<file path="src/rtl/nios2_cpu_oci_dct_packer.sv">
// -----------------------------------------------------------------------------
// nios2_cpu_oci_dct_packer
//
// Producer end of the OCI direct-compression trace (DCT) path. Instruction
// trace codes (CODE_W bits each) are shifted into a packing buffer of
// DEPTH codes. A full buffer, or a partial one that has been asked to flush,
// is handed to the trace FIFO as a single frame {count, buffer} over a
// valid/ready port. An end-of-test request drains whatever is left and then
// parks the block in an absorbing ENDED state. The OCI test bench samples
// test_ending/test_has_ended together with dct_buffer/dct_count.
//
// Optional feature macro: NIOS2_OCI_DCT_TIMEOUT_EN
//   Defined   : an idle counter flushes a partial buffer after TIMEOUT_CYCLES
//               cycles without new codes (RUN state only).
//   Undefined : partial frames leave only on flush_req or end_req.
//
// Ports
//   clk            in   1             rising-edge clock for all logic
//   reset          in   1             synchronous, active-high
//   trace_valid    in   1             trace_code valid this cycle
//   trace_code     in   CODE_W        01 taken, 10 not-taken, 11 exception, 00 seq
//   flush_req      in   1             pulse: emit the partial buffer
//   end_req        in   1             pulse: end of test, drain and stop
//   out_ready      in   1             FIFO accepts the frame
//   out_valid      out  1             frame valid
//   out_data       out  CNT_W+BUF_W   {count, buffer} of the emitted frame
//   dct_buffer     out  BUF_W         live packing buffer
//   dct_count      out  CNT_W         live fill count, 0..DEPTH
//   overflow       out  1             sticky: a code was dropped
//   test_ending    out  1             high while draining (ENDING)
//   test_has_ended out  1             high once drained (ENDED)
// -----------------------------------------------------------------------------
module nios2_cpu_oci_dct_packer #(
  parameter  int unsigned CODE_W = 2,
  parameter  int unsigned DEPTH  = 15,   // must satisfy DEPTH < 2**CNT_W
  parameter  int unsigned CNT_W  = 4,
  localparam int unsigned BUF_W  = CODE_W * DEPTH
`ifdef NIOS2_OCI_DCT_TIMEOUT_EN
  , parameter int unsigned TIMEOUT_CYCLES = 64
`endif
) (
  input  logic                   clk,
  input  logic                   reset,
  input  logic                   trace_valid,
  input  logic [CODE_W-1:0]      trace_code,
  input  logic                   flush_req,
  input  logic                   end_req,
  input  logic                   out_ready,
  output logic                   out_valid,
  output logic [CNT_W+BUF_W-1:0] out_data,
  output logic [BUF_W-1:0]       dct_buffer,
  output logic [CNT_W-1:0]       dct_count,
  output logic                   overflow,
  output logic                   test_ending,
  output logic                   test_has_ended
);

  localparam logic [CNT_W-1:0] FULL_CNT = CNT_W'(DEPTH);

  typedef enum logic [1:0] {
    ST_RUN    = 2'd0,
    ST_ENDING = 2'd1,
    ST_ENDED  = 2'd2
  } state_t;

  state_t state;
  logic   flush_pending;

  // Decode of the current cycle.
  logic             is_full;
  logic             free;
  logic             in_run;
  logic             flush_eff;
  logic             emit;
  logic             accept;
  logic             drop;
  logic             timeout_flush;
  logic [CNT_W-1:0] count_next;
  logic [BUF_W-1:0] buffer_next;
  logic             pending_next;

  // ---------------------------------------------------------------------------
  // Cycle decode
  // ---------------------------------------------------------------------------
  // NOTE: every always_comb output gets a default at the top so no path can
  // leave it unassigned; that is what keeps the block free of inferred latches.
  always_comb begin
    is_full      = (dct_count == FULL_CNT);
    // The output register can take a new frame in the same cycle it hands
    // the old one off.
    free         = !out_valid || out_ready;
    in_run       = (state == ST_RUN);
    // Draining forces a flush regardless of the registered request.
    flush_eff    = flush_pending || (state == ST_ENDING);
    emit         = free && (state != ST_ENDED) &&
                   (is_full || (flush_eff && (dct_count != '0)));
    // A full buffer only accepts when it is emitted in the same cycle; the
    // incoming code then becomes the first code of the fresh buffer.
    accept       = in_run && trace_valid && (!is_full || free);
    drop         = in_run && trace_valid && is_full && !free;

    count_next   = dct_count;
    buffer_next  = dct_buffer;
    if (emit) begin
      count_next  = accept ? CNT_W'(1) : '0;
      buffer_next = accept ? {{(BUF_W-CODE_W){1'b0}}, trace_code} : '0;
    end else if (accept) begin
      count_next  = dct_count + CNT_W'(1);
      buffer_next = {dct_buffer[BUF_W-CODE_W-1:0], trace_code};
    end

    // A flush request arriving in the emit cycle applies to the new buffer.
    // A pending flush with nothing left to send is dropped at once.
    pending_next = 1'b0;
    unique case (state)
      ST_RUN: begin
        pending_next = (flush_pending && !emit) || flush_req || timeout_flush;
        if (count_next == '0) begin
          pending_next = 1'b0;
        end
      end
      ST_ENDING: pending_next = 1'b1;
      default:   pending_next = 1'b0;
    endcase
  end

  // ---------------------------------------------------------------------------
  // Packing buffer, output register and end-of-test FSM
  // ---------------------------------------------------------------------------
  // NOTE: sequential state is written with non-blocking assignments only, so
  // every register samples the pre-edge values computed above.
  always_ff @(posedge clk) begin
    if (reset) begin
      // NOTE: every register here is plain control/data state, so all of it is
      // reset; a mid-frame reset discards the buffer and any pending frame.
      state          <= ST_RUN;
      flush_pending  <= 1'b0;
      dct_buffer     <= '0;
      dct_count      <= '0;
      out_valid      <= 1'b0;
      out_data       <= '0;
      overflow       <= 1'b0;
      test_ending    <= 1'b0;
      test_has_ended <= 1'b0;
    end else begin
      dct_buffer    <= buffer_next;
      dct_count     <= count_next;
      flush_pending <= pending_next;

      if (drop) begin
        overflow <= 1'b1;
      end

      // out_data only changes on emit, so it stays stable while held.
      if (emit) begin
        out_valid <= 1'b1;
        out_data  <= {dct_count, dct_buffer};
      end else if (out_ready) begin
        out_valid <= 1'b0;
      end

      unique case (state)
        ST_RUN: begin
          // A code presented with end_req is accepted above before leaving RUN.
          if (end_req) begin
            state       <= ST_ENDING;
            test_ending <= 1'b1;
          end
        end
        ST_ENDING: begin
          if ((dct_count == '0) && !out_valid) begin
            state          <= ST_ENDED;
            test_ending    <= 1'b0;
            test_has_ended <= 1'b1;
          end
        end
        default: begin
          // ENDED is absorbing until reset.
          state          <= ST_ENDED;
          test_ending    <= 1'b0;
          test_has_ended <= 1'b1;
        end
      endcase
    end
  end

  // ---------------------------------------------------------------------------
  // Idle-flush timer
  // ---------------------------------------------------------------------------
`ifdef NIOS2_OCI_DCT_TIMEOUT_EN
  logic [6:0] idle_cnt;

  // Behaves exactly like a flush_req pulse when the idle interval elapses.
  assign timeout_flush = in_run && (idle_cnt == 7'(TIMEOUT_CYCLES));

  always_ff @(posedge clk) begin
    if (reset) begin
      idle_cnt <= '0;
    end else if (!in_run || accept || (dct_count == '0) || timeout_flush) begin
      idle_cnt <= '0;
    end else if (!trace_valid) begin
      idle_cnt <= idle_cnt + 7'd1;
    end
  end
`else
  assign timeout_flush = 1'b0;
`endif

endmodule

</file>
<file path="config.mk">
export PLATFORM = sky130hd
export DESIGN_NAME = nios2_cpu_oci_dct_packer
export DESIGN_NICKNAME = d
export VERILOG_FILES = /design/src/rtl/nios2_cpu_oci_dct_packer.sv
export SDC_FILE = /design/constraint.sdc
export NUM_CORES = 1
export LEC_CHECK = 0
export CORE_MARGIN = 2
export CORE_UTILIZATION = 50
export DETAILED_ROUTE_END_ITERATION = 7
export PLACE_DENSITY_LB_ADDON = 0.12
export REMOVE_ABC_BUFFERS = 1
export SLEW_MARGIN = 10
export SYNTH_ARGS = -nofsm -noshare
export SYNTH_HDL_FRONTEND = slang
export SYNTH_SLANG_ARGS = --single-unit
</file>
<file path="constraint.sdc">
create_clock -name clk -period 4.35 [get_ports clk]
set_input_delay 0.6525 -clock clk [delete_from_list [all_inputs] [get_ports clk]]
set_output_delay 0.6525 -clock clk [all_outputs]
set_load 0.01 [all_outputs]
</file>
# [Word level (Yosys, flattened, before mapping)]
# Cells that the tools add are included.
[op_classes] eq_ne=5 reduce_logical=26 bitwise=1 muxes=18 addsub=1
[ops] cell="two-way mux 30 bit" count=2
[ops] cell="logical AND 1 bit" count=9
[ops] cell="logical NOT 4 bit" count=2
[ops] cell="two-way mux 4 bit" count=2
[ops] cell="two-way mux 1 bit" count=7
[ops] cell="two-way mux 2 bit" count=3
[ops] cell="one-hot mux 1 bit (2 select lines)" count=3
[ops] cell="logical OR 1 bit" count=5
[ops] cell="adder 4 x 1 -> 4 bit, second input constant" count=1
[ops] cell="equality test 4 bit, second input constant" count=1
[ops] cell="logical NOT 1 bit" count=4
[ops] cell="inequality test 2 bit, second input constant" count=2
[ops] cell="one-hot mux 2 bit (2 select lines)" count=1
[ops] cell="AND reduction 2 bit" count=2
[ops] cell="nonzero test 2 bit" count=2
[ops] cell="nonzero test 4 bit" count=1
[ops] cell="equality test 2 x 1 -> 1 bit, second input constant" count=1
[ops] cell="logical NOT 2 bit" count=1
[ops] cell="inequality test 2 x 1 -> 1 bit, second input constant" count=1
[ops] cell="NOT 1 bit" count=1
[word_totals] wordCells=60 ff_bits=75 inputBits=8 output_inout_bits=72

# [Depth between registers and ports, before layout]
[depth] ltp_word=10 ltp_mapped=8 mapped_depth_nobuf=7

# [Worst setup path before layout]
# No wires, ideal clock.
[synth_timing] path_type="input -> register" from="input trace_valid" to="register flush_pending" setup_ns=0.120 setup_slack_ns=2.516 t_required_ns=4.230 arrival_ns=1.714 stages=5 path_buffers=0 cell_sequence="nor3b_1 -> mux2i_1 -> a32oi_1 -> o21a_1 -> o31a_1"
[synth_between] elab_chain_cells=7 word_cells_on_any_way=8 classes_between="5 x mux; 3 x reduce/logical"
[synth_lines] item="start, declared" line_no="44" source="input logic trace_valid,"
[synth_lines] item="logical AND 1 bit * (2 in a row)" line_no="99" source="accept = in_run && trace_valid && (!is_full || free);"
[synth_lines] item="two-way mux 4 bit / two-way mux 1 bit (equally long branches)" line_no="107, 105"
[synth_lines] item="two-way mux 4 bit *" line_no="104" source="if (emit) begin"
[synth_lines] item="logical NOT 4 bit *" line_no="118" source="if (count_next == '0) begin"
[synth_lines] item="two-way mux 1 bit *" line_no="118"
[synth_lines] item="one-hot mux 1 bit (2 select lines) *" line_no="115" source="unique case (state)"
[synth_lines] item="end signal, assigned" line_no="148" source="flush_pending <= pending_next;"
[synth_lines] item="end, declared" line_no="67" source="logic flush_pending;"
# Mark *: on every way between the ends. The rest lies on a longest branch, timed or not.
# A chain may end at the register's enable or synchronous reset.

# [Worst setup path after layout]
[layout_timing] from="input trace_valid" to="register dct_count[0]"
[layout_between] elab_chain_cells=4 word_cells_on_any_way=5 classes_between="3 x mux; 2 x reduce/logical"
[layout_lines] item="logical AND 1 bit * (2 in a row)" line_no="99"
[layout_lines] item="two-way mux 4 bit / two-way mux 1 bit (equally long branches)" line_no="107, 105"
[layout_lines] item="two-way mux 4 bit *" line_no="104"
[layout_lines] item="end signal, assigned" line_no="147" source="dct_count <= count_next;"
[layout_lines] item="end, declared" line_no="52" source="output logic [CNT_W-1:0] dct_count,"
# Marks and branches as above.

==> results_dict.tcl <==
set metrics [dict create \
    outcome "completed" \
    r2r-start "dct_count[0]$_SDFF_PP0_" \
    finalHoldViolCount 0 \
    setup.worst_path.start "trace_valid" \
    fin_crit_sh 0.584 \
    rsz0062_at_grt "no" \
    cp_slowest_cell "clkdlybuf4s50_1" \
    worst_ep_required_time_ps 4590 \
    viasPerCell 5.24 \
    synth.cell_area_um2 2780 \
    seq_area_frac_synth 0.532 \
    cts_root_buffer "clkbuf_8" \
    cts_htree_levels 3 \
    dp_cells 447 \
    rr_endpoint "dct_buffer[11]$_SDFFE_PP0P_" \
    holdBufCountCts 0 \
    cp.depth 6 \
    tns_ps 0 \
    finalSetupViolCount 0 \
    overflow 0 \
    min_path_type "flip-flop to flip-flop" \
    port_buffers 79 \
    setup_ws_ps 1810 \
    yosysWarningCount 0 \
    path_buf_inv 2 \
    fp.dieH_um 78.6 \
    worstSetupPathType "primary input to flip-flop" \
    leakage_nw 1.57 \
    drtAntennaViolNets 0 \
    areaGrowthSynthToFinish_pct 37.8 \
    worstPathCellList "clkdlybuf4s50_1 -> nor3b_1 -> nand2_1 -> buf_4 -> and3_1 -> o21ba_1" \
    instances_no_fill 463 \
    ios 80 \
    worstMarginPinSlew_ps 1150 \
    yosys-top-cells-area "dfxtp_1 53%, mux2i_1 12%, nand2_1 8.9%" \
    fin_nets 396 \
    yosys-top-cells-count "74 x dfxtp_1, 66 x nand2_1, 41 x nor2_1" \
    synth-edff-count 0 \
    drcViolationCount 0 \
    place_congestion 0.790 \
    cp-endpoint "dct_count[0]$_SDFF_PP0_" \
    tritoncts "yes" \
    maxSlewViolCount 0 \
    ff2ff_path_depth 6 \
    cts_buffers 9 \
    synth_area_per_cell_um2 8.92 \
    wirelength_um 6140 \
    crit_family "simple AND/OR/NAND/NOR gates" \
    finClkSkew_ps 9.57 \
    path_clk_slew_ps 80 \
    drtPass1Iterations 4 \
    power_mw 1.50 \
    grt_max_degree 44 \
    clk_path_buf_depth 2 \
    row_count 27 \
    ys_ff_latch 74 \
    grt_antenna_before_repair 0 \
    drv_cap 0 \
    ys.flop_type "dfxtp_1" \
    holdPathStages 2 \
    dpl_worst_slack_ps 1470 \
    synth.top_cell.area_share 0.532 \
    dp_hpwl_um 3970 \
    grt_pass1_vias 2372 \
    grt_pass1_wl_um 10800 \
    worstPathMaxFanout 17 \
    synthCells 312 \
    crit_arrival_ps 2780 \
    synth_cell_types 30 \
    cts_resized 0 \
    synth_area_leader_cell "dfxtp_1" \
    drt_first_iter_violations 127 \
    fmax_mhz 394 \
    core_area_um2 5440 \
    fin_crit_ps 2540 \
    post_drt_wl_per_cell_um 13.3 \
    grtUsageTotal 0.219 \
    start_kind "primary input" \
    diodes 0 \
    cts_sinks 74 \
    relSlewSlack 0.235 \
    fill_cells 428 \
    endpoint_kind "flip-flop" \
    die_w_um 78.6 \
    async_flop_share 0 \
    irDropWorstVdd_v 0.000324 \
    post_cts_buffers 0 \
    cellPowerDensity_nw_per_um2 391 \
    cpPeakStageDelay_ps 470 \
    drive_above_1_share 0.0665 \
    initial_core_util 0.512 \
    dieArea_um2 6180 \
    vias 2424 \
    clock_latency_ps 350 \
    yosysMostFrequentCell "dfxtp_1" \
    r2r_slack_ps 1910 \
]
-- placed cells by master (no fill, tap or decap), drive strengths merged, types with 3 or more instances in the layout --
cell type,synthesis,routed
a211oi,4,4
a21oi,36,36
a31oi,3,3
buf,13,5
clkbuf,7,10
clkdlybuf4s50,0,78
dfxtp,74,74
inv,6,8
mux2i,34,34
nand2,66,66
nand3,5,5
nor2,41,41
nor2b,3,3
o21ai,3,3
-- logic make-up after synthesis --
logic type,share of synthesized area
flip-flops,0.532
buffers and inverters,0.0436
AND/OR/NAND/NOR,0.186
multiplexers,0.122
adder cells (fa/ha/maj),0.00899
AO/OA/AOI/OAI,0.107
-- worst register-to-register path: stages (launching register included) --
cell      delay, ps
dfxtp_1         490
ha_1            240
nand2_1         130
a221oi_2        330
nand3_2         140
nand2b_1        830
a21oi_1         120
-- through the flow --
| step | util | area (µm²) | hold WS, ps |
|---|---|---|---|
| finish | 0.705 | 3830 | 454 |
| global placement | 0.662 | 3600 | 435 |
| CTS | 0.705 | 3830 | 458 |
| floorplan | - | 2690 | 463 |
| global route | 0.705 | 3830 | 487 |
| detailed placement | 0.662 | 3600 | 441 |
-- per-layer routing --
metal,vias to the layer above,track usage,part of all wire
li1,1186,-,-
met1,1153,0.263,0.44
met2,74,0.368,0.48
met3,11,0.0575,0.057
met4,0,0.0947,0.021
met5,-,0,0
-- flip-flops by register name, indices dropped and copies added, names as in the netlist --
name,flops
test_has_ended,1
state,2
dct_buffer,30
flush_pending,1
out_data,34
overflow,1
dct_count,4
out_valid,1
-- worst min path at each step --
| stage | start | to | slack [ps] |
|---|---|---|---|
| 2_1_floorplan | test_has_ended$_SDFFE_PP0P_ | test_has_ended$_SDFFE_PP0P_ | 460 |
| 6_report | test_has_ended$_SDFFE_PP0P_ | test_has_ended$_SDFFE_PP0P_ | 450 |
| 4_1_cts | test_has_ended$_SDFFE_PP0P_ | test_has_ended$_SDFFE_PP0P_ | 460 |
| 5_1_grt | test_has_ended$_SDFFE_PP0P_ | test_has_ended$_SDFFE_PP0P_ | 490 |
| 3_3_place_gp | test_has_ended$_SDFFE_PP0P_ | test_has_ended$_SDFFE_PP0P_ | 440 |
| 3_5_place_dp | test_has_ended$_SDFFE_PP0P_ | test_has_ended$_SDFFE_PP0P_ | 440 |
-- power by group --
group,internal [mW],switching [mW]
Clock,0.346,0.266
Combinational,0.0705,0.104
Sequential,0.692,0.0205
-- area by class of cell --
| type | instances | area (µm²) | share of cell area |
|---|---|---|---|
| Tap cell | 72 | 90.1 | 0.0235 |
| Clock inverter | 6 | 97.6 | 0.0254 |
| Clock buffer | 10 | 138 | 0.0359 |
| Timing Repair Buffer | 83 | 816 | 0.213 |
| Inverter | 6 | 22.5 | 0.00587 |
| Multi-Input combinational cell | 212 | 1190 | 0.310 |
| Sequential cell | 74 | 1480 | 0.386 |
No activity file was read; power rests on OpenSTA's default activity.
